<file path="config.mk">
export PLATFORM = sky130hd
export DESIGN_NAME = fork_n_sync
export DESIGN_NICKNAME = d
export VERILOG_FILES = /design/src/rtl/sync_pkg.sv /design/src/rtl/fork_watchdog.sv /design/src/rtl/fork_n_sync.sv
export SDC_FILE = /design/constraint.sdc
export NUM_CORES = 1
export LEC_CHECK = 0
export BUFFER_PORTS_ARGS = -buffer_cell sky130_fd_sc_hd__buf_2
export CAP_MARGIN = 40
export CORE_MARGIN = 5
export CORE_UTILIZATION = 40
export CTS_CLUSTER_DIAMETER = 40
export CTS_CLUSTER_SIZE = 40
export DETAILED_ROUTE_END_ITERATION = 10
export SLEW_MARGIN = 10
export SYNTH_ARGS = -nofsm -noshare
export SYNTH_HDL_FRONTEND = slang
export SYNTH_HIERARCHICAL = 1
export SYNTH_SLANG_ARGS = --single-unit
</file>
<file path="constraint.sdc">
create_clock -name clk_i -period 2.3 [get_ports clk_i]
set_input_delay 0.23 -clock clk_i [delete_from_list [all_inputs] [get_ports clk_i]]
set_output_delay 0.23 -clock clk_i [all_outputs]
set_load 0.005 [all_outputs]
</file>
<file path="src/rtl/sync_pkg.sv">
// Shared types for the synchronous handshake layer.
package sync_pkg;

  typedef enum logic [1:0] {
    StIdle,
    StFwd,
    StAckd,
    StRtz
  } fork_state_e;

endpackage

</file>
<file path="src/rtl/fork_watchdog.sv">
// Saturating per-state cycle counter with a sticky timeout flag.
module fork_watchdog #(
  parameter int unsigned TIMEOUT_CYC = 4,
  parameter int unsigned CNT_W       = 3
) (
  input  logic clk_i,
  input  logic rst_ni,
  input  logic state_chg_i,
  input  logic count_en_i,
  output logic timeout_o
);

  localparam logic [CNT_W-1:0] MaxCnt = CNT_W'(TIMEOUT_CYC);

  logic [CNT_W-1:0] r_cnt, w_cnt_next;
  logic             r_err, w_err_next;

  always_comb begin
    w_cnt_next = r_cnt;
    if (state_chg_i) begin
      w_cnt_next = '0;
    end else if (count_en_i && (r_cnt != MaxCnt)) begin
      w_cnt_next = r_cnt + 1'b1;
    end
    w_err_next = r_err | (w_cnt_next == MaxCnt);
  end

  always_ff @(posedge clk_i) begin
    if (!rst_ni) begin
      r_cnt <= '0;
      r_err <= 1'b0;
    end else begin
      r_cnt <= w_cnt_next;
      r_err <= w_err_next;
    end
  end

  assign timeout_o = r_err;

endmodule

</file>
<file path="src/rtl/fork_n_sync.sv">
// Clocked N-way fork for 4-phase req/ack channels with C-element style ack join,
// branch masking, protocol-violation flag and optional watchdog.
module fork_n_sync
  import sync_pkg::*;
#(
  parameter int unsigned N_OUT       = 2,
  parameter int unsigned TIMEOUT_CYC = 0,
  parameter int unsigned CNT_W       = (TIMEOUT_CYC > 0) ? $clog2(TIMEOUT_CYC + 1) : 1
) (
  input  logic             clk_i,
  input  logic             rst_ni,
  input  logic             req_in_i,
  output logic             ack_in_o,
  input  logic [N_OUT-1:0] en_i,
  output logic [N_OUT-1:0] req_out_o,
  input  logic [N_OUT-1:0] ack_out_i,
  output logic             busy_o,
  output logic             err_timeout_o,
  output logic             err_proto_o
);

  fork_state_e      r_state, w_state_next;
  logic [N_OUT-1:0] r_mask, w_mask_next;
  logic [N_OUT-1:0] r_done, w_done_next;
  logic [N_OUT-1:0] r_req_out, w_req_out_next;
  logic             r_ack_in, w_ack_in_next;
  logic             r_err_proto, w_err_proto_next;

  logic [N_OUT-1:0] w_capture;
  logic [N_OUT-1:0] w_done_set;
  logic             w_all_done;
  logic             w_busy;
  logic             w_violation;

  // FWD waits for each masked ack high, RTZ for each masked ack low.
  for (genvar k = 0; k < N_OUT; k++) begin : g_branch
    always_comb begin
      w_capture[k] = 1'b0;
      if (r_mask[k]) begin
        if (r_state == StFwd) w_capture[k] = ack_out_i[k];
        else if (r_state == StRtz) w_capture[k] = ~ack_out_i[k];
      end
    end
    assign w_done_set[k] = r_done[k] | w_capture[k];
  end

  assign w_all_done = (w_done_set == r_mask);
  assign w_busy     = (r_state != StIdle);

  assign w_violation = ((r_state == StFwd) && !req_in_i)
                     || (w_busy && |(ack_out_i & ~r_mask))
                     || ((r_state == StIdle) && |ack_out_i);

  always_comb begin
    w_state_next     = r_state;
    w_mask_next      = r_mask;
    w_done_next      = r_done;
    w_req_out_next   = r_req_out;
    w_ack_in_next    = r_ack_in;
    w_err_proto_next = r_err_proto | w_violation;
    unique case (r_state)
      StIdle: begin
        if (req_in_i && !r_ack_in) begin
          w_mask_next = en_i;
          w_done_next = '0;
          if (en_i == '0) begin
            w_ack_in_next = 1'b1;
            w_state_next  = StAckd;
          end else begin
            w_req_out_next = en_i;
            w_state_next   = StFwd;
          end
        end
      end
      StFwd: begin
        w_done_next = w_done_set;
        if (w_all_done) begin
          w_ack_in_next = 1'b1;
          w_state_next  = StAckd;
        end
      end
      StAckd: begin
        if (!req_in_i) begin
          w_req_out_next = '0;
          w_done_next    = '0;
          w_state_next   = StRtz;
        end
      end
      StRtz: begin
        w_done_next = w_done_set;
        if (w_all_done) begin
          w_ack_in_next = 1'b0;
          w_state_next  = StIdle;
        end
      end
    endcase
  end

  always_ff @(posedge clk_i) begin
    if (!rst_ni) begin
      r_state     <= StIdle;
      r_mask      <= '0;
      r_done      <= '0;
      r_req_out   <= '0;
      r_ack_in    <= 1'b0;
      r_err_proto <= 1'b0;
    end else begin
      r_state     <= w_state_next;
      r_mask      <= w_mask_next;
      r_done      <= w_done_next;
      r_req_out   <= w_req_out_next;
      r_ack_in    <= w_ack_in_next;
      r_err_proto <= w_err_proto_next;
    end
  end

  if (TIMEOUT_CYC > 0) begin : g_wdog
    logic w_state_chg;
    logic w_count_en;
    assign w_state_chg = (w_state_next != r_state);
    assign w_count_en  = (r_state == StFwd) || (r_state == StRtz);

    fork_watchdog #(
      .TIMEOUT_CYC(TIMEOUT_CYC),
      .CNT_W      (CNT_W)
    ) u_wdog (
      .clk_i      (clk_i),
      .rst_ni     (rst_ni),
      .state_chg_i(w_state_chg),
      .count_en_i (w_count_en),
      .timeout_o  (err_timeout_o)
    );
  end else begin : g_no_wdog
    assign err_timeout_o = 1'b0;
  end

  assign ack_in_o    = r_ack_in;
  assign req_out_o   = r_req_out;
  assign busy_o      = w_busy;
  assign err_proto_o = r_err_proto;

endmodule

</file>
# Word level (Yosys, flattened, before mapping)
# Cells that the tools add are included.
[totals]
register_bits = 10
word_cells = 67
in_bits = 7
output_inout_bits = 6
[op_classes]
n_eq_ne = 10
n_bitwise = 7
muxes = 23
n_reduce_logical = 21
[ops]
columns = ["cell", "count"]
rows = [
  ["$mux 2", 9],
  ["$mux 1", 10],
  ["$ne 2x2->1 const B", 4],
  ["$pmux 2 s4", 1],
  ["$reduce_and 4->1", 2],
  ["$pmux 2 s3", 1],
  ["$reduce_or 2->1", 3],
  ["$reduce_and 5->1", 1],
  ["$eq 2x2->1 const B", 2],
  ["$logic_and 1x1->1", 4],
  ["$logic_not 2->1", 2],
  ["$ne 2x1->1 const B", 2],
  ["$pmux 2 s2", 1],
  ["$reduce_and 2->1", 2],
  ["$reduce_bool 2->1", 2],
  ["$or 1x1->1", 3],
  ["$pmux 1 s3", 1],
  ["$reduce_bool 3->1", 1],
  ["$and 2x2->2", 1],
  ["$eq 2x1->1 const B", 1],
  ["$eq 2x2->1", 1],
  ["$logic_not 1->1", 2],
  ["$logic_or 1x1->1", 2],
  ["$not 1->1", 2],
  ["$not 2->2", 1],
]

# Longest topological paths before layout
# Gate-level depths: netlist of the first run.
[logic_depth]
ltp_word = 8
ltp_mapped = 8
mapped_depth_nobuf = 7

# Worst setup path after synthesis of the first run
# No wires, ideal clock.
[synth_timing]
kind = "reg2reg"
from = "register r_state[1]"
to = "register r_state[1]"
required_ps = 2230
setup_time_ps = 70
period_less_slack_ps = 1654
n_path_buf = 1
path_slack_ps = 646
path_stages_with_launch = 9
arrival_time_ps = 1584
cell_sequence = "dfxtp_1 inv_1 ha_1 buf_6 nor3b_2 a2111o_1 a31oi_2 or3_1 a21oi_1"
[synth_between]
elab_chain_len = 8
word_cells_on_any_way = 19
cone_classes = "eq/ne (8); mux (7); bitwise (2); reduce/logical (2)"
[synth_rtl]
columns = ["element", "line", "text"]
rows = [
  ["from (decl)", "fork_n_sync.sv:22", "fork_state_e r_state, w_state_next;"],
  ["from (signal assigned)", "fork_n_sync.sv:101", "r_state <= StIdle;"],
  ["from (signal assigned)", "fork_n_sync.sv:108", "r_state <= w_state_next;"],
  ["$eq 2x2->1", "fork_n_sync.sv:41, fork_n_sync.sv:61", ""],
  ["$mux 1", "fork_n_sync.sv:41", "else if (r_state == StRtz) w_capture[k] = ~ack_out_i[k];"],
  ["$mux 1", "fork_n_sync.sv:40", "if (r_state == StFwd) w_capture[k] = ack_out_i[k];"],
  ["$mux 1", "fork_n_sync.sv:39", "if (r_mask[k]) begin"],
  ["$or 1x1->1", "fork_n_sync.sv:44", "assign w_done_set[k] = r_done[k] | w_capture[k];"],
  ["$eq 2x2->1", "fork_n_sync.sv:47", "assign w_all_done = (w_done_set == r_mask);"],
  ["$ne 2x2->1 (no line)", "-", ""],
  ["$reduce_and 4->1 (no line)", "-", ""],
]
# Parallel ways exist; a longest one is shown, timed or not.
# A chain may end at the register's enable or synchronous reset.

# Final worst setup path of the first run
# Ends and elaborated chain as after synthesis.

==> results of run 1 <==
[final timing paths]
| path | from | endpoint | slack, ps | depth (start not counted) |
|---|---|---|---|---|
| setup reg to reg | r_state[1]$_SDFFE_PN0P_ | r_state[1]$_SDFFE_PN0P_ | 420 | 7 |
| setup / recovery | r_state[1]$_SDFFE_PN0P_ | r_state[1]$_SDFFE_PN0P_ | 420 | 7 |
| hold / removal | en_i[1] | r_mask[1]$_SDFFE_PN0P_ | 230 | 3 |
| hold reg to reg | req_out_o[1]$_SDFFE_PN0P_ | req_out_o[1]$_SDFFE_PN0P_ | 460 | 2 |
[registers in the layout, indices dropped and copies added (netlist names)]
| signal | count |
|---|---|
| r_mask | 2 |
| err_proto_o | 1 |
| r_state | 2 |
| r_done | 2 |
| ack_in_o | 1 |
| req_out_o | 2 |
[report_power, final]
part	switching [W]	total, W	internal (W)	leakage, nW
logic	0.000230	0.000406	0.000176	0.218
registers	0.0000306	0.000246	0.000216	0.0820
clock network	0.0000630	0.000124	0.0000606	0.0138
[cell usage in the layout (no fill, tap or decap), types with 2 or more instances in the layout]
master and n:
buf_2 11, dfxtp_1 10, inv_1 8, nor2_1 8, a21oi_1 5, nand2b_1 4
ha_1 4, mux2i_1 3, o21ai_0 3, a31oi_1 3, clkbuf_4 3, nand3b_1 2
a22oi_1 2, nor3b_2 2, a2111o_1 2, nand3_1 2, nand2_1 2, xnor2_1 2
[cell usage after synthesis (2+ instances only)]
cell type,n
a31oi_1,3
nand2b_1,4
nor2_1,8
a22oi_1,2
nand3b_1,2
xnor2_1,2
mux2i_1,3
nor3b_2,2
ha_1,4
nand3_1,2
nand2_1,2
a2111o_1,2
dfxtp_1,10
a21oi_1,5
o21ai_0,3
inv_1,8
[layer usage]
metal	track usage (%)	vias up	wire length, um	part of all wire [%]
met4	3.93	0	17	1.3
met1	15.3	256	659	49
met5	0	-	0	0
li1	-	285	-	-
met3	6.93	4	111	8.3
met2	16.1	13	550	41
[metrics by stage]
stage	instance area (um^2)	power (W)	setup slack (ps)
2_1_floorplan	641	0.000573	646
3_3_place_gp	693	0.000653	462
3_5_place_dp	693	0.000654	439
4_1_cts	716	0.000780	428
5_1_grt	716	0.000848	316
6_report	716	0.000776	425
[worst max-delay path, cell delays in order (launching register included)]
cell and delay, ps:
dfxtp_1 340, inv_1 80, ha_1 370, nor3b_2 80
a2111o_1 420, a31oi_2 260, or3_1 150, a21oi_1 60
[final cells by class]
class	count	area [um^2]
fillers	137	791
multi-input cells	54	388
well taps	16	20.0
clock buffers	3	22.5
flip-flops and latches	10	200
inverters	8	30.0
repair buffers	11	55.1
[cell families (layout without fill, tap and decap cells)]
group                      after synthesis  after routing  share of synthesized area, %
xor gates and xnor gates                 2              2                          2.73
AOI/OAI and AO/OA                       22             22                          25.2
and+or+nand+nor                         22             22                          19.5
buffers and inverters                   11             22                          8.20
other                                    1              1                         0.585
muxes                                    3              3                          4.69
DFF                                     10             10                          31.2
adders and majority gates                4              4                          7.81
==> impl_metrics.env, run 1 <==
export IMPL_ys_flop_type="dfxtp_1"
export IMPL_antenna_found_initial=0
export IMPL_synth_area_per_cell_um2=8.54
export IMPL_layout_cells_non_filler=102
export IMPL_maxCapViolCount=0
export IMPL_power_leakage_nw=0.314
export IMPL_synth_edff_count=0
export IMPL_die_width_um=50.0
export IMPL_power_density_nw_per_um2=1080
export IMPL_synth_top_area_share_pct=31.3
export IMPL_hold_violations=0
export IMPL_cts_tree="done"
export IMPL_drive_gt1_share_pct=22.1
export IMPL_startpoint_type="register"
export IMPL_ant_nets=0
export IMPL_worstSkewPairLatency_ps=270
export IMPL_grt_pass1_wl_um=2310
export IMPL_ys_seq_area_share_pct=31.3
export IMPL_cts_htree_levels=1
export IMPL_peakVddDrop_v=0.000480
export IMPL_post_cts_setup_buffer_count=0
export IMPL_grt_use_total_pct=11.9
export IMPL_cts_sinks=10
export IMPL_row_count=14
export IMPL_synth_top_area_cell="dfxtp_1"
export IMPL_synth_ff_latch_count=10
export IMPL_synthToLayoutAreaGrowth_pct=11.7
export IMPL_grt_pass1_vias=513
export IMPL_first_pass_iters=4
export IMPL_hpwl_um=995
export IMPL_min_period_over_period_pct=81.5
export IMPL_antenna_cells=0
export IMPL_yosys_warnings=6
export IMPL_route_detailed_drc=0
export IMPL_synth_cell_type_count=29
export IMPL_period_needed_ps=1880
export IMPL_rsz0062_at_grt="false"
export IMPL_status="finished clean"
export IMPL_clock_fmax_mhz=533
export IMPL_whs_ps=234
export IMPL_post_cts_resize_count=0
export IMPL_cts_clk_slew_worst_paths_ps=70
export IMPL_setup_violations_final=0
export IMPL_path_class="register to register"
export IMPL_synth_cells=75
export IMPL_io_pins=13
export IMPL_portBuffers=11
export IMPL_fin_util_pct=47.5
export IMPL_yosys_top_cells_area="dfxtp_1 (31%), ha_1 (7.8%), mux2i_1 (4.7%)"
export IMPL_arrival_ps=2030
export IMPL_synthArstFlopShare_pct=0
export IMPL_setup_tns_ps=0
export IMPL_first_iter_violations=14
export IMPL_cts_inserted_buffers=3
export IMPL_cts_root_buf="clkbuf_4"
export IMPL_vias=558
export IMPL_crit_required_ps=2450
export IMPL_grt_start_max_net_pins=12
export IMPL_start_util_pct=42.5
export IMPL_coreArea_um2=1510
export IMPL_fin_nets=99
export IMPL_hold_path_class="input port to register"
export IMPL_die_height_um=50.0
export IMPL_clock_tree_buffer_depth=2
export IMPL_grt_overflow=0
export IMPL_wl_per_cell_um=13.1
export IMPL_drv_slew=0
export IMPL_synthesis_area_um2=641
export IMPL_design_die_area_um2=2500
export IMPL_wl_um=1340
export IMPL_hold_buffers=0
export IMPL_synth_fp_nets=86
export IMPL_end_kind="register"
export IMPL_place_congestion=0.822
export IMPL_crit_path_max_fanout=9
export IMPL_dp_cells=99
export IMPL_routed_via_density=5.47
export IMPL_fin_skew_ps=4.53
No activity file was read; power rests on OpenSTA's default activity.
==> run 2: changes to the inputs <==
clock period = 1.59 ns   (was 2.3 ns; I/O delays follow)
==> impl_metrics.env, run 2 (same netlist as run 1, synthesis figures left out) <==
export IMPL_status="finished with violations"
export IMPL_violations="negative setup slack"
export IMPL_multi_input_comb_area_um2=462
export IMPL_fillCellCount=136
export IMPL_maxCapViolCount=0
export IMPL_end_kind="register"
export IMPL_start_util_pct=42.5
export IMPL_crit_required_ps=1740
export IMPL_antenna_found_initial=0
export IMPL_power_leakage_nw=0.375
export IMPL_first_iter_violations=28
export IMPL_cts_tree="done"
export IMPL_synthToLayoutAreaGrowth_pct=35.2
export IMPL_drv_slew=0
export IMPL_period_needed_ps=1660
export IMPL_hold_buffers=0
export IMPL_cts_sinks=10
export IMPL_vias=599
export IMPL_cts_clk_slew_worst_paths_ps=70
export IMPL_cts_inserted_buffers=3
export IMPL_io_pins=13
export IMPL_drive_gt1_share_pct=40.4
export IMPL_final_cell_mix="buf_2 (11), dfxtp_1 (8), inv_1 (7), nor2_1 (7), buf_4 (7)"
export IMPL_peakVddDrop_v=0.000990
export IMPL_startpoint_type="register"
export IMPL_worstSkewPairLatency_ps=270
export IMPL_wl_per_cell_um=14.6
export IMPL_portBuffers=11
export IMPL_fin_area_um2=866
export IMPL_first_pass_iters=4
export IMPL_grt_pass1_vias=573
export IMPL_antenna_cells=0
export IMPL_power_total_w=0.00145
export IMPL_row_count=14
export IMPL_r2r_cells=6
export IMPL_rr_startpoint="r_state[1]$_SDFFE_PN0P_"
export IMPL_ant_nets=0
export IMPL_clock_tree_buffer_depth=2
export IMPL_design_die_area_um2=2500
export IMPL_die_height_um=50.0
export IMPL_endpoint="r_state[0]$_SDFFE_PN0P_"
export IMPL_grt_pass1_wl_um=2620
export IMPL_grt_overflow=0
export IMPL_use_met2_pct=19.9
export IMPL_whs_ps=155
export IMPL_fin_nets=106
export IMPL_power_density_nw_per_um2=1670
export IMPL_rrSetupSlack_ps=-70
export IMPL_wl_um=1610
export IMPL_place_congestion=0.834
export IMPL_busiest_layer="met2"
export IMPL_dp_cells=104
export IMPL_arrival_ps=1820
export IMPL_route_detailed_drc=0
export IMPL_setup_violations_final=3
export IMPL_die_width_um=50.0
export IMPL_path_class="register to register"
export IMPL_grtUsageMet3_pct=6.63
export IMPL_hold_path_class="input port to register"
export IMPL_grt_util_met1_pct=16.9
export IMPL_rsz0062_at_grt="true"
export IMPL_min_period_over_period_pct=105
export IMPL_fin_skew_ps=2.23
export IMPL_cts_root_buf="clkbuf_4"
export IMPL_coreArea_um2=1510
export IMPL_layout_cells_non_filler=110
export IMPL_hpwl_um=1070
export IMPL_routed_via_density=5.45
export IMPL_timing_rr_end="r_state[0]$_SDFFE_PN0P_"
export IMPL_hold_violations=0
export IMPL_final_common_cell="buf_2"
export IMPL_crit_path_max_fanout=7
export IMPL_clock_fmax_mhz=601
export IMPL_register_area_um2=208
export IMPL_grt_start_max_net_pins=11
export IMPL_cts_htree_levels=1
export IMPL_startpoint="r_state[1]$_SDFFE_PN0P_"
export IMPL_setup_ws_ps=-73.6
export IMPL_grt_use_total_pct=14.1
export IMPL_placed_area_um2=734
==> run 2: per-layer routing <==
layer  vias up  wire length, um
li1        300                -
met1       273              688
met2        22              764
met3         4              130
met4         0               22
met5         -                0
==> run 2: report_power, final <==
part	switching, W	internal [W]	total (W)
clock	0.0000961	0.000139	0.000235
sequential	0.0000692	0.000323	0.000393
combinational	0.000425	0.000394	0.000819
==> run 2: cell type report <==
class                      count  area share, %
clock buffer                   4           4.19
inverter                       8           3.76
multi-input combinational     54           53.3
sequential                    10           24.0
tap                           16           2.31
timing repair buffer          18           12.4
==> run 2: critical path: stages (launching register included) <==
cell and delay [ps]:
dfxtp_4 390, inv_4 40, ha_4 180, a2111o_1 480, a31oi_4 250, nand2b_1 140, a21oi_1 60
==> run 2: timing repair <==
action	4_1_cts	5_1_grt
pin swaps	4	6
endpoints found under the setup margin	3	7
setup buffers	2	0
gates resized for setup	11	7
==> run 2: worst min path at each step <==
stage                        from                     end  depth (start not counted)
after detailed placement  en_i[0]  r_mask[0]$_SDFFE_PN0P_                          3
after global routing      en_i[0]  r_mask[0]$_SDFFE_PN0P_                          3
after floorplan            rst_ni  r_done[0]$_SDFFE_PN0P_                          2
after global placement    en_i[0]  r_mask[0]$_SDFFE_PN0P_                          3
final                     en_i[0]  r_mask[0]$_SDFFE_PN0P_                          3
after CTS                 en_i[0]  r_mask[0]$_SDFFE_PN0P_                          3
==> run 2: per-stage QoR <==
stage                     utilization (%)  worst slack (ps)  TNS [ps]
after floorplan                         -             0.149         0
after global placement               48.8             -29.2     -75.3
after detailed placement             48.8             -54.8      -137
after CTS                            55.3             -9.59     -17.4
after global routing                 57.5              -134      -444
final                                57.5             -73.6      -153
==> run 3: changes to the inputs <==
==> constraint.sdc (replaced) <==
create_clock -name clk_i -period 1.59 [get_ports clk_i]
set_input_delay 0.2385 -clock clk_i [delete_from_list [all_inputs] [get_ports clk_i]]
set_output_delay 0.2385 -clock clk_i [all_outputs]
set_load 0.005 [all_outputs]
==> impl_metrics.env, run 3 (same netlist as run 1, synthesis figures left out) <==
export IMPL_place_congestion=0.834
export IMPL_io_pins=13
export IMPL_crit_path_max_fanout=7
export IMPL_maxCapViolCount=0
export IMPL_route_detailed_drc=0
export IMPL_seq_power_share_pct=26.8
export IMPL_cts_tree="done"
export IMPL_hold_buffers=0
export IMPL_peakVddDrop_v=0.000994
export IMPL_antenna_cells=0
export IMPL_cts_inserted_buffers=3
export IMPL_first_pass_iters=4
export IMPL_wl_per_cell_um=14.8
export IMPL_crit_slowest_cell="a2111o_1"
export IMPL_path_cells="inv_4 > ha_4 > a2111o_1 > a31oi_4 > nand2b_1 > a21oi_1"
export IMPL_antenna_found_initial=0
export IMPL_pre_cts_slack_ps=-54.8
export IMPL_min_period_over_period_pct=104
export IMPL_arrival_ps=1810
export IMPL_hold_violations=0
export IMPL_grt_overflow=0
export IMPL_row_count=14
export IMPL_cts_clk_slew_worst_paths_ps=70
export IMPL_ant_nets=0
export IMPL_grt_start_max_net_pins=11
export IMPL_end_kind="register"
export IMPL_startpoint_type="register"
export IMPL_portBuffers=11
export IMPL_period_needed_ps=1660
export IMPL_whs_ps=232
export IMPL_final_cell_mix="buf_2 (11), dfxtp_1 (8), inv_1 (7), nor2_1 (7), buf_4 (6)"
export IMPL_p_sw_w=0.000596
export IMPL_setup_tns_ps=-152
export IMPL_setup_ws_ps=-70.6
export IMPL_hold_path_class="input port to register"
export IMPL_start_util_pct=42.5
export IMPL_crit_required_ps=1740
export IMPL_grt_pass1_wl_um=2620
export IMPL_grt_use_total_pct=14.1
export IMPL_status="finished with violations"
export IMPL_fin_skew_ps=2.18
export IMPL_vias=602
export IMPL_hpwl_um=1070
export IMPL_violations="negative setup slack"
export IMPL_register_area_um2=208
export IMPL_power_leakage_nw=0.376
export IMPL_rsz0062_at_grt="true"
export IMPL_die_height_um=50.0
export IMPL_clock_fmax_mhz=602
export IMPL_cts_sinks=10
export IMPL_drv_slew=0
export IMPL_wl_um=1630
export IMPL_fillCellCount=134
export IMPL_cpPeakStageDelay_ps=480
export IMPL_first_iter_violations=28
export IMPL_fin_nets=106
export IMPL_multi_input_comb_area_um2=462
export IMPL_synthToLayoutAreaGrowth_pct=35.7
export IMPL_worstSkewPairLatency_ps=270
export IMPL_p_comb_share_pct=56.9
export IMPL_swShare_pct=40.7
export IMPL_grt_pass1_vias=573
export IMPL_p_int_w=0.000868
export IMPL_clkPwrFrac_pct=16.2
export IMPL_cts_root_buf="clkbuf_4"
export IMPL_routed_via_density=5.47
export IMPL_cts_htree_levels=1
export IMPL_die_width_um=50.0
export IMPL_final_common_cell="buf_2"
export IMPL_design_die_area_um2=2500
export IMPL_cp_top_family="compound AO/OA/AOI/OAI gates"
export IMPL_coreArea_um2=1510
export IMPL_setup_violations_final=3
export IMPL_path_class="register to register"
export IMPL_clock_tree_buffer_depth=2
export IMPL_drive_gt1_share_pct=40.4
export IMPL_worst_path_buf_inv=1
export IMPL_power_density_nw_per_um2=1680
## run 3: cell counts in the layout (fill, tap and decap cells not counted)
Identical to the previous run, type by type.
## run 3: path summary, 6_finish.rpt
kind | cells past startpoint | slack, ps | end | start
setup / recovery | 6 | -70 | r_state[0]$_SDFFE_PN0P_ | r_state[1]$_SDFFE_PN0P_
hold / removal | 3 | 230 | r_mask[0]$_SDFFE_PN0P_ | en_i[0]
setup reg to reg | 6 | -70 | r_state[0]$_SDFFE_PN0P_ | r_state[1]$_SDFFE_PN0P_
hold reg to reg | 2 | 470 | req_out_o[1]$_SDFFE_PN0P_ | req_out_o[1]$_SDFFE_PN0P_
## run 3: metrics by stage
step / utilization [%] / instances / cell area (um^2) / power [W]
CTS: 55.3 / 110 / 833 / 0.00136
finish: 57.7 / 110 / 870 / 0.00146
global route: 57.7 / 110 / 870 / 0.00158
floorplan: - / 75 / 644 / 0.000832
detailed placement: 48.8 / 104 / 734 / 0.00102
global placement: 48.8 / 104 / 734 / 0.00102
## run 3: routing by layer
metal / global-route usage, % / up-vias / part of all wire, %
li1: - / 300 / -
met1: 16.9 / 274 / 42
met2: 19.9 / 23 / 47
met4: 8.73 / 0 / 1.7
met5: 0 / - / 0
met3: 6.63 / 5 / 9.2
## run 3: area by class of cell
type	instances	share of cell area (%)
multi-input cells	54	53.1
flip-flops and latches	10	23.9
repair buffers	18	12.8
clock buffers	4	4.17
inverters	8	3.74
well taps	16	2.30
## run 3: timing repair
item | CTS | global route
endpoints found under the setup margin | 3 | 8
buffers inserted | 2 | 0
gates resized for setup | 11 | 8
pin swaps | 4 | 6
## run 3: worst register-to-register path: cells and delay by family, from the launching register on
kind            cells  cell delay (ps)
simple gates        1              140
buf+inv             1               40
flops               1              390
compound gates      3              790
fa+ha+maj           1              180
## run 3: power by group through the flow
| stage | Clock [W] | Combinational [W] | Sequential (W) |
|---|---|---|---|
| finish | 0.000237 | 0.000833 | 0.000393 |
| global route | 0.000264 | 0.000909 | 0.000406 |
| CTS | 0.000245 | 0.000722 | 0.000389 |
| detailed placement | 0 | 0.000654 | 0.000367 |
| global placement | 0 | 0.000653 | 0.000366 |
| floorplan | 0 | 0.000472 | 0.000360 |
